## src/rtl/imem_fetch_ctrl.sv

```systemverilog
// Fetch sequencer: turns one IF dual-instruction request into two sequential word reads
// on a single-ported, variable-latency instruction memory, with flush and stall accounting.
module imem_fetch_ctrl #(
    parameter int unsigned ADDR_WIDTH = 32,
    parameter int unsigned CNT_WIDTH  = 16
) (
    input  logic                  clk,
    input  logic                  reset,
    input  logic                  req_valid,
    input  logic [ADDR_WIDTH-1:0] req_pc0,
    input  logic [ADDR_WIDTH-1:0] req_pc1,
    input  logic                  flush,
    input  logic                  consume,
    output logic                  mem_req_valid,
    output logic [ADDR_WIDTH-1:0] mem_req_addr,
    input  logic                  mem_req_ready,
    input  logic                  mem_resp_valid,
    input  logic [31:0]           mem_resp_data,
    output logic                  instr_resp_ready,
    output logic [31:0]           imem_data_instr0,
    output logic [31:0]           imem_data_instr1,
    output logic                  busy,
    output logic [CNT_WIDTH-1:0]  stall_cycles
);

    typedef enum logic [2:0] {
        StIdle,
        StReq0,
        StWait0,
        StReq1,
        StWait1,
        StDone,
        StDrain
    } state_e;

    state_e                state_q;
    logic [ADDR_WIDTH-1:0] pc0_q;
    logic [ADDR_WIDTH-1:0] pc1_q;
    logic                  drop_q;

    always_ff @(posedge clk) begin
        if (reset) begin
            state_q          <= StIdle;
            pc0_q            <= '0;
            pc1_q            <= '0;
            drop_q           <= 1'b0;
            mem_req_valid    <= 1'b0;
            mem_req_addr     <= '0;
            instr_resp_ready <= 1'b0;
            imem_data_instr0 <= '0;
            imem_data_instr1 <= '0;
        end else begin
            unique case (state_q)
                StIdle: begin
                    if (req_valid && !flush) begin
                        pc0_q         <= req_pc0;
                        pc1_q         <= req_pc1;
                        mem_req_valid <= 1'b1;
                        mem_req_addr  <= req_pc0;
                        state_q       <= StReq0;
                    end
                end
                StReq0, StReq1: begin
                    // A request once offered is never withdrawn; a flush only marks it for drop.
                    if (mem_req_ready) begin
                        mem_req_valid <= 1'b0;
                        drop_q        <= 1'b0;
                        if (flush || drop_q) begin
                            state_q <= StDrain;
                        end else begin
                            state_q <= (state_q == StReq0) ? StWait0 : StWait1;
                        end
                    end else if (flush) begin
                        drop_q <= 1'b1;
                    end
                end
                StWait0: begin
                    if (mem_resp_valid) begin
                        if (flush) begin
                            state_q <= StIdle;
                        end else begin
                            imem_data_instr0 <= mem_resp_data;
                            mem_req_valid    <= 1'b1;
                            mem_req_addr     <= pc1_q;
                            state_q          <= StReq1;
                        end
                    end else if (flush) begin
                        state_q <= StDrain;
                    end
                end
                StWait1: begin
                    if (mem_resp_valid) begin
                        if (flush) begin
                            state_q <= StIdle;
                        end else begin
                            imem_data_instr1 <= mem_resp_data;
                            instr_resp_ready <= 1'b1;
                            state_q          <= StDone;
                        end
                    end else if (flush) begin
                        state_q <= StDrain;
                    end
                end
                StDone: begin
                    if (flush || consume) begin
                        instr_resp_ready <= 1'b0;
                        state_q          <= StIdle;
                    end
                end
                StDrain: begin
                    if (mem_resp_valid) begin
                        state_q <= StIdle;
                    end
                end
                default: begin
                    mem_req_valid    <= 1'b0;
                    instr_resp_ready <= 1'b0;
                    state_q          <= StIdle;
                end
            endcase
        end
    end

    assign busy = (state_q != StIdle);

    always_ff @(posedge clk) begin
        if (reset) begin
            stall_cycles <= '0;
        end else if (req_valid && !instr_resp_ready && (stall_cycles != '1)) begin
            stall_cycles <= stall_cycles + CNT_WIDTH'(1);
        end
    end

endmodule

```

## config.mk

```make
export PLATFORM = sky130hd
export DESIGN_NAME = imem_fetch_ctrl
export DESIGN_NICKNAME = d
export VERILOG_FILES = /design/src/rtl/imem_fetch_ctrl.sv
export SDC_FILE = /design/constraint.sdc
export NUM_CORES = 1
export LEC_CHECK = 0
export ABC_AREA = 1
export CELL_PAD_IN_SITES_DETAIL_PLACEMENT = 1
export CELL_PAD_IN_SITES_GLOBAL_PLACEMENT = 1
export CORE_MARGIN = 10
export CORE_UTILIZATION = 31
export DETAILED_ROUTE_END_ITERATION = 6
export GPL_TIMING_DRIVEN = 0
export PLACE_DENSITY_LB_ADDON = 0.25
export SLEW_MARGIN = 0
export SYNTH_ARGS = -nofsm -noshare
export SYNTH_HDL_FRONTEND = slang
export SYNTH_SLANG_ARGS = --single-unit
```

## constraint.sdc

```tcl
create_clock -name clk -period 1.56 [get_ports clk]
set_input_delay 0.312 -clock clk [delete_from_list [all_inputs] [get_ports clk]]
set_output_delay 0.312 -clock clk [all_outputs]
set_load 0.01 [all_outputs]
```

# --- After elaboration in Yosys (flattened, before gate mapping) ---
# Index checks and enable logic that the tools add are counted.
totals:
  reg_bits: 150
  input_bits: 103
  out_inout_bits: 115
  elab_cells: 75
op_classes:
  add_sub_neg: 1
  eq_ne: 15
  muxes: 25
  bitwise: 3
  reduce_logical: 22
op_table:
  columns: ["op", "count"]
  rows:
  - ["32-bit two-way mux", 3]
  - ["32-bit case mux with 2 select lines", 1]
  - ["3-bit two-way mux", 10]
  - ["3-bit case mux with 6 select lines", 1]
  - ["16-bit by 1-bit adder with 16-bit output (second input constant)", 1]
  - ["16-bit inequality test (second input constant)", 1]
  - ["2-bit inequality test (second input constant)", 8]
  - ["4-bit AND reduction", 3]
  - ["3-bit == test (second input constant)", 3]
  - ["1-bit two-way mux", 7]
  - ["3-bit by 2-bit == test with 1-bit output (second input constant)", 2]
  - ["3-bit AND reduction", 2]
  - ["5-bit AND reduction", 1]
  - ["5-bit OR reduction", 1]
  - ["1-bit case mux with 4 select lines", 1]
  - ["2-bit AND reduction", 2]
  - ["2-bit nonzero test", 2]
  - ["3-bit by 1-bit == test with 1-bit output (second input constant)", 1]
  - ["1-bit logical AND", 3]
  - ["3-bit zero test", 1]
  - ["1-bit NOT", 3]
  - ["1-bit case mux with 3 select lines", 1]
  - ["3-bit nonzero test", 1]
  - ["3-bit OR reduction", 1]
  - ["4 further kinds", 6]

# --- Longest topological paths before layout ---
# Gate-level depths: netlist of the first run.
logic_depth:
  depth_word: 5
  ltp_mapped: 10
  depth_no_buf: 9

# --- Worst setup path before layout of the first run ---
# Ideal clock, no wire load.
synth_timing:
  path_kind: "flip-flop to flip-flop"
  from: "register stall_cycles[0]"
  to: "register stall_cycles[13]"
  setup_ns: 0.115
  arrival_ns: 1.413
  required_ns: 1.445
  slack_ns: 0.032
  stages_incl_launch_ff: 10
  path_buffers: 1
  synth_period_minus_slack_ns: 1.528
  cell_sequence: "dfxtp_1 ha_1 nand2_1 nor2_1 nand2_1 nor2_1 nor2_2 buf_6 a21oi_1 nor2_1"
synth_via:
  elab_chain_len: 2
  word_cells_on_any_way: 3
  classes_between: "add/sub: 1; eq/ne: 1; reduce/logical: 1"
synth_lines:
  columns: ["element", "line", "rtl"]
  rows:
  - ["start, declared", "23", "output logic [CNT_WIDTH-1:0] stall_cycles"]
  - ["start signal, assigned", "130", "stall_cycles <= stall_cycles + CNT_WIDTH'(1);"]
  - ["branches (longest 2 deep; another with 16-bit by 1-bit adder with 16-bit output)", null, null]
# Several ways; the timed one is not identified.
# A chain may end at the register's enable or synchronous reset.

# --- Final worst setup path of the first run ---
layout_timing:
  from: "register state_q[0]"
  to: "output busy"
layout_via:
  elab_chain_len: 1
layout_lines:
  columns: ["element", "line", "rtl"]
  rows:
  - ["start, declared", "36", "state_e state_q;"]
  - ["start signal, assigned", "43", "state_q <= StIdle;"]
  - ["start signal, assigned", "60", "state_q <= StReq0;"]
  - ["start signal, assigned", "69", "state_q <= StDrain;"]
  - ["3-bit nonzero test", "124", "assign busy = (state_q != StIdle);"]
  - ["end, declared", "22", "output logic busy,"]
# Every way passes these cells.

==> results of run 1 <==
-- logic make-up after synthesis --
group / Yosys count / share of synthesized area
adder cells (fa/ha/maj): 1 / 0.002046
AND/OR/NAND/NOR: 362 / 0.2417
flip-flops: 150 / 0.4911
XOR/XNOR: 5 / 0.007162
AO/OA/AOI/OAI: 212 / 0.1809
buffers and inverters: 104 / 0.07714
-- routing by layer --
layer  vias to the layer above  track usage  wire [um]
li1                       3198            -          -
met1                      2981       0.2034       9936
met2                       163       0.3028      11470
met3                        15      0.06493       1705
met4                         0      0.04925        229
met5                         -            0          0
-- power by group through the flow --
stage                     Clock [mW]  Combinational, mW  Sequential, mW
final                           4.04               2.91            4.50
after detailed placement           0               2.90            4.58
after floorplan                    0               1.36            4.69
after CTS                       4.13               2.79            4.50
after global placement             0               2.85            4.57
after global routing            4.32               3.26            4.56
-- worst max path at each step --
stage	startpoint	to
3_3_place_gp	reset	mem_req_addr[14]
4_1_cts	state_q[0]	busy
6_report	state_q[0]	busy
2_1_floorplan	stall_cycles[0]	stall_cycles[13]
5_1_grt	state_q[0]	busy
3_5_place_dp	reset	mem_req_addr[14]
-- critical path, cell delays in order, from the launching register on --
cell     delay, ps
dfxtp_2        310
buf_6          130
nor2_4         140
nand2_2         90
buf_6          130
-- what timing repair did --
item                       in CTS  in global routing
setup endpoints to repair     262                138
buffers inserted                9                  6
gates resized for setup       151                 72
pin swaps                       6                 11
gates cloned                    0                  0
-- through the flow --
step	setup TNS [ps]	total power, mW
3_5_place_dp	-88880	7.482
5_1_grt	-42.89	12.13
2_1_floorplan	0	6.052
3_3_place_gp	-83640	7.423
4_1_cts	-105.8	11.42
6_report	0	11.44
-- sequential cells by signal (all words and copies together) (netlist names) --
| signal | cells |
|---|---|
| state_q | 3 |
| imem_data_instr1 | 32 |
| imem_data_instr0 | 32 |
| instr_resp_ready | 1 |
| pc1_q | 32 |
| stall_cycles | 16 |
| drop_q | 1 |
| mem_req_addr | 32 |
| mem_req_valid | 1 |
-- layout make-up --
cell class | count | area [um^2]
antenna | 2 | 5.005
buffer | 45 | 306.5
clock buffer | 18 | 429.2
clock inverter | 14 | 142.6
fill | 2412 | 10060
inverter | 56 | 234.0
multi-input combinational | 580 | 2751
sequential | 150 | 3029
tap | 265 | 331.6
timing repair buffer | 232 | 2172
-- cell usage in the layout (no fill, tap or decap), drive strengths merged, types with 7 or more instances in the layout --
cell type        n
o21ai          159
nand3           26
a21oi           44
inv             59
clkbuf          46
buf             33
dfxtp          150
nand2          102
nor2           227
clkdlybuf4s50   99
dlygate4sd2    116
o211a            7
-- cells in the mapped netlist (all sizes together) --
library cell	n
xor2	4
o211a	7
xnor2	1
nand3b	1
nand3	26
ha	1
inv	54
a221oi	1
a21oi	44
clkinv	2
o21ai	159
nand4	3
o211ai	1
buf	25
nor3	3
nor2	227
clkbuf	23
nand2	102
dfxtp	150
==> flow_summary.toml, run 1 <==
[timing]
fin_ws_ps = 24.45
rsz0062_at_grt = "true"
hold_ws_ps = 316.4
finalSetupViolCount = 0
fmax_ghz = 0.6512
period_needed_ps = 1536
slew_viol_final = 0
tightest_slew_ps = 547.7
relSlewSlack = 0.6349
fin_crit_sh = 0.9843
hold_violations = 0
skew_ps = 10.51

[route]
first_pass_iters = 4
route.antenna.remaining_nets = 0
vias = 6357
viasPerCell = 4.667
first_iter_violations = 229
wl_per_cell_um = 17.14
route.detailed.drc = 0
wirelength_mm = 23.34

[pwr]
power_density_mw_per_mm2 = 1217
internal_power_mw = 7.796
comb_power_share = 0.254
power.static_leakage_nw = 4.340
p_seq_frac = 0.393
p_sw_frac = 0.3186
p_switching_mw = 3.645
p_clk_frac = 0.353
peakVddDrop_v = 0.0006769

[worst_setup_path]
critPathKind = "reg -> out"
arrival_ps = 1220
worstPathRequired_ps = 1250
r2r_setup_slack_ps = 70
r2r-end = "stall_cycles[9]"
path_max_fanout = 7
worst_r2r_startpoint = "stall_cycles[1]"
startpoint_type = "flip-flop"
endpoint_kind = "output port"
r2r_cells = 9

[clock_network]
cts_tree = "yes"
clock_latency_ps = 420
clock-sinks = 150
htree_num_levels = 4
numCtsBuffers = 17
clk_pin_slew_ps = 70
cts.hold.buffers_added = 0
cts_buffer_depth = 2
cts-root-buf = "clkbuf_16"

[placed_design]
placed_area_mm2 = 0.008618
placed_cells = 1316
portBuffers = 217
place_ws_ps = -832.7
hpwl_mm = 17.73
gp_congestion = 0.8510

[synth]
synth_area_mm2 = 0.006115
ys_types = 32
ys_warn_count = 0
synth_top_cell_by_area = "dfxtp_1"
yosysTopAreaCellShare = 0.4911
syn_avg_cell_area_um2 = 7.332
ys_top_cells_by_area = "dfxtp_1 49%, nor2_1 14%, o21ai_0 13%"
seq_area_frac_synth = 0.4911
syn_inst = 834
synth_nets = 938
ys_ff_latch = 150

[worst_hold_path]
holdPathEnd = "drop_q"
hold_depth = 3
hold_class = "in -> reg"
hp-start = "flush"

[cells_and_area]
nNetsFinal = 1186
fin_cells = 1362
syn_to_final_growth_pct = 53.75
final_cell_area_mm2 = 0.009402
final_util = 0.4831
drive_gt1_frac = 0.1205

[floorplanning]
core_area_mm2 = 0.01946
io_pins = 218
die_w_um = 160.4
die_y_um = 160.4
dieArea_mm2 = 0.02574
core.rowCount = 51
start_util = 0.3142

[global_route]
grt_use_total = 0.1772
grt_max_degree = 17
grt_pass1_wl_mm = 36.67
antenna_found_initial = 2
grt-ovfl-total = 0
grt_pass1_vias = 6644

[flow_run]
maxCapViolCount = 0

[run_status]
status = "finished clean"
No activity file was read; power rests on OpenSTA's default activity.
==> inputs of run 2 (changes only) <==
--- a/config.mk
+++ b/config.mk
@@ -5,11 +5,11 @@
 export SDC_FILE = /design/constraint.sdc
 export NUM_CORES = 1
 export LEC_CHECK = 0
-export ABC_AREA = 1
+export CAP_MARGIN = 20
 export CELL_PAD_IN_SITES_DETAIL_PLACEMENT = 1
 export CELL_PAD_IN_SITES_GLOBAL_PLACEMENT = 1
 export CORE_MARGIN = 10
-export CORE_UTILIZATION = 31
+export CORE_UTILIZATION = 32
 export DETAILED_ROUTE_END_ITERATION = 6
 export GPL_TIMING_DRIVEN = 0
 export PLACE_DENSITY_LB_ADDON = 0.25
==> run 2 against run 1 <==
Compared with the run above: the run now ends with setup timing left; hold slack improved by 110 ps; largest power group unchanged; total power increased by 17%; core utilization increased by 9.9 points; via count decreased by 0.41%; non-clock buffer count increased by 34; global-route usage increased by 0.50 points; synthesized cell count decreased by 13%; clock skew decreased by 3.6 ps; maximum frequency decreased by 14%.
==> flow_summary.toml, run 2 <==
[worst_setup_path]
r2r-end = "stall_cycles[14]"
endpoint_kind = "flip-flop"
path_max_fanout = 5
arrival_ps = 2140
worst_r2r_startpoint = "stall_cycles[0]"
worstPathRequired_ps = 1910
r2r_cells = 5
startpoint_type = "flip-flop"
critPathKind = "reg -> reg"
r2r_setup_slack_ps = -230

[pwr]
p_sw_frac = 0.3123
p_switching_mw = 4.176
comb_power_share = 0.318
power.static_leakage_nw = 4.331
peakVddDrop_v = 0.0008799
p_clk_frac = 0.337
power_density_mw_per_mm2 = 1261
p_total_mw = 13.37
internal_power_mw = 9.196
p_seq_frac = 0.344

[route]
route.antenna.remaining_nets = 0
wirelength_mm = 25.39
route.detailed.drc = 0
viasPerCell = 5.102
vias = 6331
first_pass_iters = 4
first_iter_violations = 171
wl_per_cell_um = 20.46

[synth]
synth_top_cell_by_area = "dfxtp_1"
seq_area_frac_synth = 0.5013
ys_warn_count = 0
yosysMostFrequentCell = "nand2_1"
synth_nets = 828
async_flop_share = 0
yosysTopAreaCellShare = 0.5013
ys.flop_type = "dfxtp_1"
ys_top_cells_by_area = "dfxtp_1 50%, nand2_1 13%, a21oi_1 9.5%"
syn_avg_cell_area_um2 = 8.275
synth-edff-count = 0
ys_types = 42
synthTopCellsByCount = "203 x nand2_1, 150 x dfxtp_1, 114 x a21oi_1"
ys_ff_latch = 150
synth_area_mm2 = 0.005991
syn_inst = 724

[worst_hold_path]
hold_depth = 3
holdPathEnd = "stall_cycles[0]"
hold_class = "in -> reg"
hp-start = "reset"

[global_route]
grt_use_total = 0.1822
antenna_found_initial = 1
grt_pass1_wl_mm = 35.49
grt_max_degree = 17
grt-ovfl-total = 0
grt_pass1_vias = 6414

[timing]
fin_ws_ps = -225.9
finalSetupViolCount = 67
skew_ps = 6.961
slew_viol_final = 0
period_needed_ps = 1786
hold_ws_ps = 424.1
rsz0062_at_grt = "true"
relSlewSlack = 0.4222
fmax_ghz = 0.5599
fin_crit_sh = 1.145
tns_ps = -5252
tightest_slew_ps = 866.7
hold_violations = 0

[run_status]
status = "finished, violations left"
violations = "setup timing"

[cells_and_area]
drive_gt1_frac = 0.2760
fin_cells = 1241
final_cell_mix = "170 x nand2_1, 132 x dfxtp_1, 115 x dlygate4sd2_1"
fillCellCount = 2016
syn_to_final_growth_pct = 76.96
nNetsFinal = 1102
final_common_cell = "nand2_1"

[clock_network]
cts_tree = "yes"
htree_num_levels = 4
cts-root-buf = "clkbuf_16"
numCtsBuffers = 17
cts_buffer_depth = 2
clock-sinks = 150
clock_latency_ps = 430
cts.hold.buffers_added = 0
clk_pin_slew_ps = 70

[floorplanning]
io_pins = 218
die_w_um = 156.8
die_y_um = 156.8
start_util = 0.3290
dieArea_mm2 = 0.02459
core.rowCount = 49
core_area_mm2 = 0.01821

[flow_run]
maxCapViolCount = 0

[placed_design]
hpwl_mm = 16.79
gp_congestion = 0.7976
portBuffers = 216
placed_cells = 1169
## run 2: changes by cell type after synthesis, sizes merged, moves of 8 or more
cell    change
nor2      -220
o21ai     -151
nand2     +101
a21oi      +70
inv        -50
a211oi     +35
mux2i      +34
nor3       +32
nand3      -20
clkbuf     +19
buf        -11
o31ai       +9
nand2b      +8
## run 2: worst max-delay path by stage
stage,end,startpoint,cells past startpoint,slack [ps]
after floorplan,stall_cycles[14],stall_cycles[0],5,-250
after global placement,mem_req_addr[1],mem_resp_valid,6,-990
after detailed placement,mem_req_addr[6],mem_resp_valid,6,-1030
after CTS,stall_cycles[15],instr_resp_ready,5,-220
after global routing,stall_cycles[14],stall_cycles[0],5,-280
final,stall_cycles[14],stall_cycles[0],5,-230
## run 2: cell families (layout without fill, tap and decap cells)
family	after synthesis	after routing	share of synthesized area
and+or+nand+nor	298	298	0.2212
adders and majority gates	2	2	0.003759
buffers and inverters	60	347	0.03968
other	0	1	0
muxes	37	37	0.06245
DFF	150	150	0.5013
AOI/OAI and AO/OA	177	177	0.1717
## run 2: per-stage QoR
stage                     worst slack [ps]    util  instance area [um^2]
after floorplan                     -251.4       -                  6021
after global placement              -986.9  0.4651                  8469
after global routing                -275.1  0.5821                 10600
after CTS                           -222.0  0.5081                  9251
final                               -225.9  0.5822                 10600
after detailed placement             -1030  0.4651                  8469
## run 2: per-layer routing
layer	GRT usage	up-vias	share of wire
li1	-	3072	-
met1	0.2150	3074	0.43
met2	0.2981	166	0.48
met3	0.07566	19	0.082
met4	0.05034	0	0.012
met5	0	-	0
## run 2: repair_timing
action                     CTS  global route
setup endpoints to repair  259           142
pin swaps                    6            99
gates resized for setup    207           253
gates cloned                 0            10
buffers inserted            11            23
## run 2: cell type report
type / instances / area (um^2) / share of cell area
inverter: 4 / 15.01 / 0.001416
timing repair buffer: 260 / 2580 / 0.2434
multi-input combinational: 514 / 3586 / 0.3383
sequential: 150 / 3050 / 0.2877
clock inverter: 13 / 193.9 / 0.01829
tap: 229 / 286.5 / 0.02703
antenna: 1 / 2.502 / 0.0002360
buffer: 51 / 444.2 / 0.04190
clock buffer: 19 / 442.9 / 0.04178
## run 2: power by group through the flow
stage               logic, mW  clock network (mW)  registers (mW)
finish                   4.25                4.51            4.61
CTS                      3.01                4.58            4.51
floorplan                1.46                   0            4.69
global placement         2.97                   0            4.58
global route             4.57                4.75            4.66
detailed placement       3.01                   0            4.60
## run 2: critical path, stage by stage, from the launching register on
cell and delay [ps]:
dfxtp_4 390, ha_4 170, nand3b_1 110, or4_4 480, or4_1 420, a21oi_1 140
